$ cat src/rtl/clk_time_reader_if.sv
// Read-port bundle between a host and clk_time_reader.
// rd_parity exists only when CLK_TIME_READER_PARITY_EN is defined.
interface clk_time_reader_if #(
    parameter int DATA_W = 8
);
    logic              rd_req;
    logic [1:0]        rd_addr;
    logic              rd_busy;
    logic              rd_valid;
    logic [DATA_W-1:0] rd_data;
`ifdef CLK_TIME_READER_PARITY_EN
    logic              rd_parity;
`endif

    modport master (
        output rd_req,
        output rd_addr,
        input  rd_busy,
        input  rd_valid,
        input  rd_data
`ifdef CLK_TIME_READER_PARITY_EN
        ,
        input  rd_parity
`endif
    );

    modport slave (
        input  rd_req,
        input  rd_addr,
        output rd_busy,
        output rd_valid,
        output rd_data
`ifdef CLK_TIME_READER_PARITY_EN
        ,
        output rd_parity
`endif
    );
endinterface

$ cat src/rtl/clk_time_reader.sv
// Addressed read port for the real-clock seconds/minutes counters, with a
// tear-free min:sec snapshot and optional BCD output. Optional: CLK_TIME_READER_PARITY_EN.
module clk_time_reader #(
    parameter int CONV_STEPS = 6,
    parameter int DATA_W     = 8
) (
    input  logic               clk,
    input  logic               reset,
    input  logic [5:0]         seconds_in,
    input  logic [5:0]         minutes_in,
    clk_time_reader_if.slave   bus
);
    localparam int CNT_W = $clog2(CONV_STEPS + 1);

    typedef enum logic [1:0] {IDLE, CONV, RESP} state_t;

    state_t            state_q;
    logic [1:0]        addr_q;
    logic [5:0]        snap_sec_q;
    logic [5:0]        snap_min_q;
    logic [CNT_W-1:0]  cnt_q;
    logic [5:0]        bin_q;
    logic [7:0]        bcd_q;
    logic              rd_busy_q;
    logic              rd_valid_q;
    logic [DATA_W-1:0] rd_data_q;

    logic [7:0]        bcd_adj;
    logic [7:0]        bcd_d;
    logic [5:0]        bin_d;
    logic [DATA_W-1:0] resp_d;

    // One double-dabble iteration: correct nibbles >= 5, then shift left.
    always_comb begin
        bcd_adj = bcd_q;
        if (bcd_q[3:0] >= 4'd5) bcd_adj[3:0] = bcd_q[3:0] + 4'd3;
        if (bcd_q[7:4] >= 4'd5) bcd_adj[7:4] = bcd_q[7:4] + 4'd3;
        bcd_d = {bcd_adj[6:0], bin_q[5]};
        bin_d = {bin_q[4:0], 1'b0};
    end

    always_comb begin
        resp_d = '0;
        if (addr_q[1]) resp_d = DATA_W'(bcd_q);
        else           resp_d = DATA_W'(addr_q[0] ? snap_min_q : snap_sec_q);
    end

`ifdef CLK_TIME_READER_PARITY_EN
    logic rd_parity_q;
`endif

    always_ff @(posedge clk) begin
        if (reset) begin
            state_q    <= IDLE;
            addr_q     <= '0;
            snap_sec_q <= '0;
            snap_min_q <= '0;
            cnt_q      <= '0;
            bin_q      <= '0;
            bcd_q      <= '0;
            rd_busy_q  <= 1'b0;
            rd_valid_q <= 1'b0;
            rd_data_q  <= '0;
`ifdef CLK_TIME_READER_PARITY_EN
            rd_parity_q <= 1'b0;
`endif
        end else begin
            case (state_q)
                IDLE: begin
                    rd_valid_q <= 1'b0;
                    rd_busy_q  <= 1'b0;
                    if (bus.rd_req) begin
                        addr_q    <= bus.rd_addr;
                        rd_busy_q <= 1'b1;
                        // Seconds reads refresh both halves so a following
                        // minutes read matches the same instant.
                        if (!bus.rd_addr[0]) begin
                            snap_sec_q <= seconds_in;
                            snap_min_q <= minutes_in;
                        end
                        if (bus.rd_addr[1]) begin
                            state_q <= CONV;
                            bin_q   <= bus.rd_addr[0] ? snap_min_q : seconds_in;
                            bcd_q   <= '0;
                            cnt_q   <= '0;
                        end else begin
                            state_q <= RESP;
                        end
                    end
                end
                CONV: begin
                    bin_q <= bin_d;
                    bcd_q <= bcd_d;
                    if (cnt_q == CNT_W'(CONV_STEPS - 1)) begin
                        cnt_q   <= '0;
                        state_q <= RESP;
                    end else begin
                        cnt_q <= cnt_q + 1'b1;
                    end
                end
                RESP: begin
                    // Busy stays up through the cycle that carries rd_valid.
                    state_q    <= IDLE;
                    rd_valid_q <= 1'b1;
                    rd_busy_q  <= 1'b1;
                    rd_data_q  <= resp_d;
`ifdef CLK_TIME_READER_PARITY_EN
                    rd_parity_q <= ^resp_d;
`endif
                end
                default: state_q <= IDLE;
            endcase
        end
    end

    assign bus.rd_busy  = rd_busy_q;
    assign bus.rd_valid = rd_valid_q;
    assign bus.rd_data  = rd_data_q;
`ifdef CLK_TIME_READER_PARITY_EN
    assign bus.rd_parity = rd_parity_q;
`endif
endmodule

$ cat src/flat_wrapper.sv
// flat-port wrapper written by rule: the top's interface ports become plain ports
module clk_time_reader_flat 
#(
    parameter int CONV_STEPS = 6,
    parameter int DATA_W     = 8
)
  (clk, reset, seconds_in, minutes_in, bus_rd_req, bus_rd_addr, bus_rd_busy, bus_rd_valid, bus_rd_data);
  clk_time_reader_if #(.DATA_W(DATA_W)) bus_i ();
  input  logic clk;
  input  logic reset;
  input  logic [5:0] seconds_in;
  input  logic [5:0] minutes_in;
  input wire logic [$bits(bus_i.rd_req)-1:0] bus_rd_req;
  input wire logic [$bits(bus_i.rd_addr)-1:0] bus_rd_addr;
  output wire logic [$bits(bus_i.rd_busy)-1:0] bus_rd_busy;
  output wire logic [$bits(bus_i.rd_valid)-1:0] bus_rd_valid;
  output wire logic [$bits(bus_i.rd_data)-1:0] bus_rd_data;
  assign bus_i.rd_req = bus_rd_req;
  assign bus_i.rd_addr = bus_rd_addr;
  assign bus_rd_busy = bus_i.rd_busy;
  assign bus_rd_valid = bus_i.rd_valid;
  assign bus_rd_data = bus_i.rd_data;
  clk_time_reader #(.CONV_STEPS(CONV_STEPS), .DATA_W(DATA_W)) u_core (.clk(clk), .reset(reset), .seconds_in(seconds_in), .minutes_in(minutes_in), .bus(bus_i));
endmodule
$ cat config.mk
export PLATFORM = sky130hd
export DESIGN_NAME = clk_time_reader_flat
export DESIGN_NICKNAME = d
export VERILOG_FILES = /design/src/rtl/clk_time_reader_if.sv /design/src/rtl/clk_time_reader.sv /design/src/flat_wrapper.sv
export SDC_FILE = /design/constraint.sdc
export NUM_CORES = 1
export LEC_CHECK = 0
export ABC_AREA = 1
export CAP_MARGIN = 20
export CORE_MARGIN = 2
export CORE_UTILIZATION = 48
export CTS_CLUSTER_DIAMETER = 120
export DETAILED_ROUTE_END_ITERATION = 10
export PLACE_DENSITY = 0.8
export SLEW_MARGIN = 20
export SYNTH_ARGS = -nofsm -noshare
export SYNTH_HDL_FRONTEND = slang
export SYNTH_SLANG_ARGS = --single-unit
$ cat constraint.sdc
create_clock -name clk -period 1.4 [get_ports clk]
set_clock_uncertainty 0.15 [all_clocks]
set_input_delay 0.14 -clock clk [delete_from_list [all_inputs] [get_ports clk]]
set_output_delay 0.14 -clock clk [all_outputs]
set_load 0.005 [all_outputs]
==> flow_metrics.env <==
export IMPL_outcome="completed"
export IMPL_rows=23
export IMPL_wire_per_inst_um=12.4
export IMPL_p_per_area_nw_per_um2=1050
export IMPL_grt_pass1_vias=1772
export IMPL_layout_min_cycle_time_ns=1.36
export IMPL_drt_total_wl_um=4620
export IMPL_final_hold_viol_count=0
export IMPL_critPathLaunch="u_core.bcd_q[0]"
export IMPL_root_buffer="clkbuf_8"
export IMPL_vias=1910
export IMPL_met1_length_um=2100
export IMPL_cts_tree="yes"
export IMPL_cts_htree_levels=2
export IMPL_r2r_start="u_core.bcd_q[0]"
export IMPL_crit_top_cell="buf_4"
export IMPL_post_route_drc_count=0
export IMPL_max_slew_margin_pct=72.9
export IMPL_finalCritPeriodShare_pct=97.1
export IMPL_n_antenna_cell=0
export IMPL_die_area_um2=4570
export IMPL_grt_pass1_wl_um=7620
export IMPL_die_y_um=67.6
export IMPL_syn_nets=292
export IMPL_hold_slack_ns=0.274
export IMPL_ys_types=23
export IMPL_crit_path_max_incr_delay_ns=0.34
export IMPL_dpl_hpwl_um=3300
export IMPL_seqPwrFrac_pct=50.2
export IMPL_power_leakage_nw=1.13
export IMPL_finish_utilization_pct=65.7
export IMPL_hold_class="in2reg"
export IMPL_crit_path_end="u_core.bcd_q[1]"
export IMPL_dr_pass1_iters=4
export IMPL_arrival_ns=1.44
export IMPL_grt_start_max_net_pins=29
export IMPL_ant_nets=0
export IMPL_syn2layout_area_growth_pct=33.2
export IMPL_antenna_found_initial=0
export IMPL_fmax_mhz=735
export IMPL_path_class="reg2reg"
export IMPL_r2r_slack_ns=0.04
export IMPL_r2r_end="u_core.bcd_q[1]"
export IMPL_ys_ff_latch=43
export IMPL_tightest_slew_ns=0.406
export IMPL_gp_congestion=0.859
export IMPL_cap_violations=0
export IMPL_combPwrFrac_pct=17.7
export IMPL_setup_tns_ns=0
export IMPL_finalInstanceArea_um2=2590
export IMPL_portBuffers=26
export IMPL_drv_slew=0
export IMPL_nFillCells=355
export IMPL_coreArea_um2=3940
export IMPL_critPathSlowestCell="dfxtp_1"
export IMPL_yosysSeqAreaShare_pct=44.3
export IMPL_final_common_cell="nand2_1"
export IMPL_path_cells="buf_4 > ha_2 > nand2_2 > buf_4 > nand4_1 > nand3_1 > a21oi_1"
export IMPL_syn_inst=271
export IMPL_rsz0062_at_grt="true"
export IMPL_worst_ep_required_time_ns=1.48
export IMPL_clkPwrFrac_pct=32.2
export IMPL_r2r_cells=7
export IMPL_setup_viol=0
export IMPL_grt_usage_pct=22.1
export IMPL_die_x_um=67.6
export IMPL_path_max_fanout=5
export IMPL_mostFrequentLayoutCells="nand2_1, a21oi_1, nor2_1"
export IMPL_cts_clk_slew_worst_paths_ns=0.08
export IMPL_drt_iter0_markers=86
export IMPL_vias_per_cell=5.15
export IMPL_startpoint_type="flip-flop"
export IMPL_clock_sinks=43
export IMPL_netSwitchingFraction_pct=26.9
export IMPL_initial_utilization_pct=49.3
export IMPL_cts_buffers=5
export IMPL_switchingPower_w=0.000730
export IMPL_dr_wl_met2_um=2240
export IMPL_wl_met3_um=193
export IMPL_clk_latency_ns=0.30
export IMPL_ir_worst_vdd_v=0.000939
export IMPL_synth_area_um2=1940
export IMPL_fin_nets=341
export IMPL_place_area_um2=2400
export IMPL_grt_ovfl_total=0
export IMPL_clock_path_buffers=2
export IMPL_top_layer="met4"
export IMPL_cp_end_kind="flip-flop"
export IMPL_drive_gt1_share_pct=22.4
export IMPL_yosys_warnings=0
export IMPL_cell_internal_pwr_w=0.00198
export IMPL_synth_area_per_cell_um2=7.17
export IMPL_io_pins=27
cells by family after synthesis:
family                     count (synthesis)  share of synthesized area, %
and+or+nand+nor                          112                          24.7
AOI/OAI and AO/OA                         75                          20.5
DFF                                       43                          44.3
buffers and inverters                     37                          7.86
adders and majority gates                  4                          2.58
timing repair:
| action | 4_1_cts | 5_1_grt |
|---|---|---|
| pin swaps | 0 | 6 |
| setup buffers | 0 | 3 |
| gates resized for setup | 18 | 20 |
| endpoints found under the setup margin | 10 | 12 |
| hold buffers | 0 | 0 |
area by class of cell:
cell class	instances	area, um2	share of cell area (%)
Clock buffer	7	96.3	3.72
Clock inverter	1	7.51	0.290
Inverter	26	100	3.87
Multi-Input combinational cell	191	980	37.8
Sequential cell	43	876	33.8
Tap cell	50	62.6	2.42
Timing Repair Buffer	53	467	18.0
power by group through the flow:
stage                     sequential (W)  combinational [W]  clock (W)
final                            0.00136           0.000479   0.000873
after global routing             0.00137           0.000536   0.000928
after CTS                        0.00136           0.000466   0.000883
after detailed placement         0.00139           0.000477          0
after global placement           0.00138           0.000470          0
after floorplan                  0.00137           0.000270          0
layer usage:
| metal | GRT usage [%] | up-vias |
|---|---|---|
| met5 | 0 | - |
| met4 | 10.5 | 0 |
| met3 | 4.83 | 6 |
| met2 | 37.4 | 43 |
| met1 | 26.6 | 856 |
| li1 | - | 1005 |
Yosys cell counts:
cell type / number / share of area [%]
nor3_1: 1 / 0.26
o211ai_1: 8 / 3.1
nand2_2: 1 / 0.32
o21a_1: 1 / 0.39
o22ai_1: 1 / 0.32
ha_1: 4 / 2.6
nand3_1: 17 / 4.4
nor4_1: 1 / 0.32
o21ai_0: 19 / 4.9
clkbuf_1: 4 / 0.77
nand4_1: 6 / 1.9
o21ai_1: 13 / 3.3
nor2_4: 1 / 0.58
or2_2: 3 / 0.97
buf_2: 5 / 1.3
nor2_1: 33 / 6.4
dfxtp_1: 43 / 44
a21oi_1: 33 / 8.5
inv_1: 19 / 3.7
buf_4: 2 / 0.77
nor2_2: 1 / 0.32
inv_2: 7 / 1.4
nand2_1: 48 / 9.3
how the worst min path moves through the flow:
| stage | from | depth (start not counted) | end | slack, ns |
|---|---|---|---|---|
| 3_3_place_gp | u_core.bus.rd_valid | 2 | u_core.bus.rd_valid | 0.30 |
| 4_1_cts | seconds_in[3] | 3 | u_core.snap_sec_q[3] | 0.27 |
| 5_1_grt | seconds_in[3] | 3 | u_core.snap_sec_q[3] | 0.32 |
| 3_5_place_dp | u_core.snap_sec_q[0] | 2 | u_core.snap_sec_q[0] | 0.30 |
| 6_report | seconds_in[3] | 3 | u_core.snap_sec_q[3] | 0.27 |
| 2_1_floorplan | seconds_in[4] | 2 | u_core.snap_sec_q[4] | 0.13 |
metrics by stage:
step                      power, W  worst slack, ns  instances
after detailed placement   0.00186           -0.165        360
after global placement     0.00185           -0.122        360
final                      0.00271           0.0399        371
after CTS                  0.00271          0.00513        368
after global routing       0.00283          -0.0600        371
after floorplan            0.00164           0.0622        271
state kept, by name, indices dropped and copies added (netlist names):
register             cells
u_core.addr_q            2
u_core.bcd_q             8
u_core.bin_q             6
u_core.bus.rd_busy       1
u_core.bus.rd_data       8
u_core.bus.rd_valid      1
u_core.cnt_q             3
u_core.snap_min_q        6
u_core.snap_sec_q        6
u_core.state_q           2
worst max-delay path, delay by kind of cell (launching register included):
kind                       cells  cell delay (ns)
AOI/OAI and AO/OA              1             0.12
adders and majority gates      1             0.17
buffers and inverters          2             0.29
DFF                            1             0.34
and+or+nand+nor                3             0.22
Power figures use the tool's default switching activity.
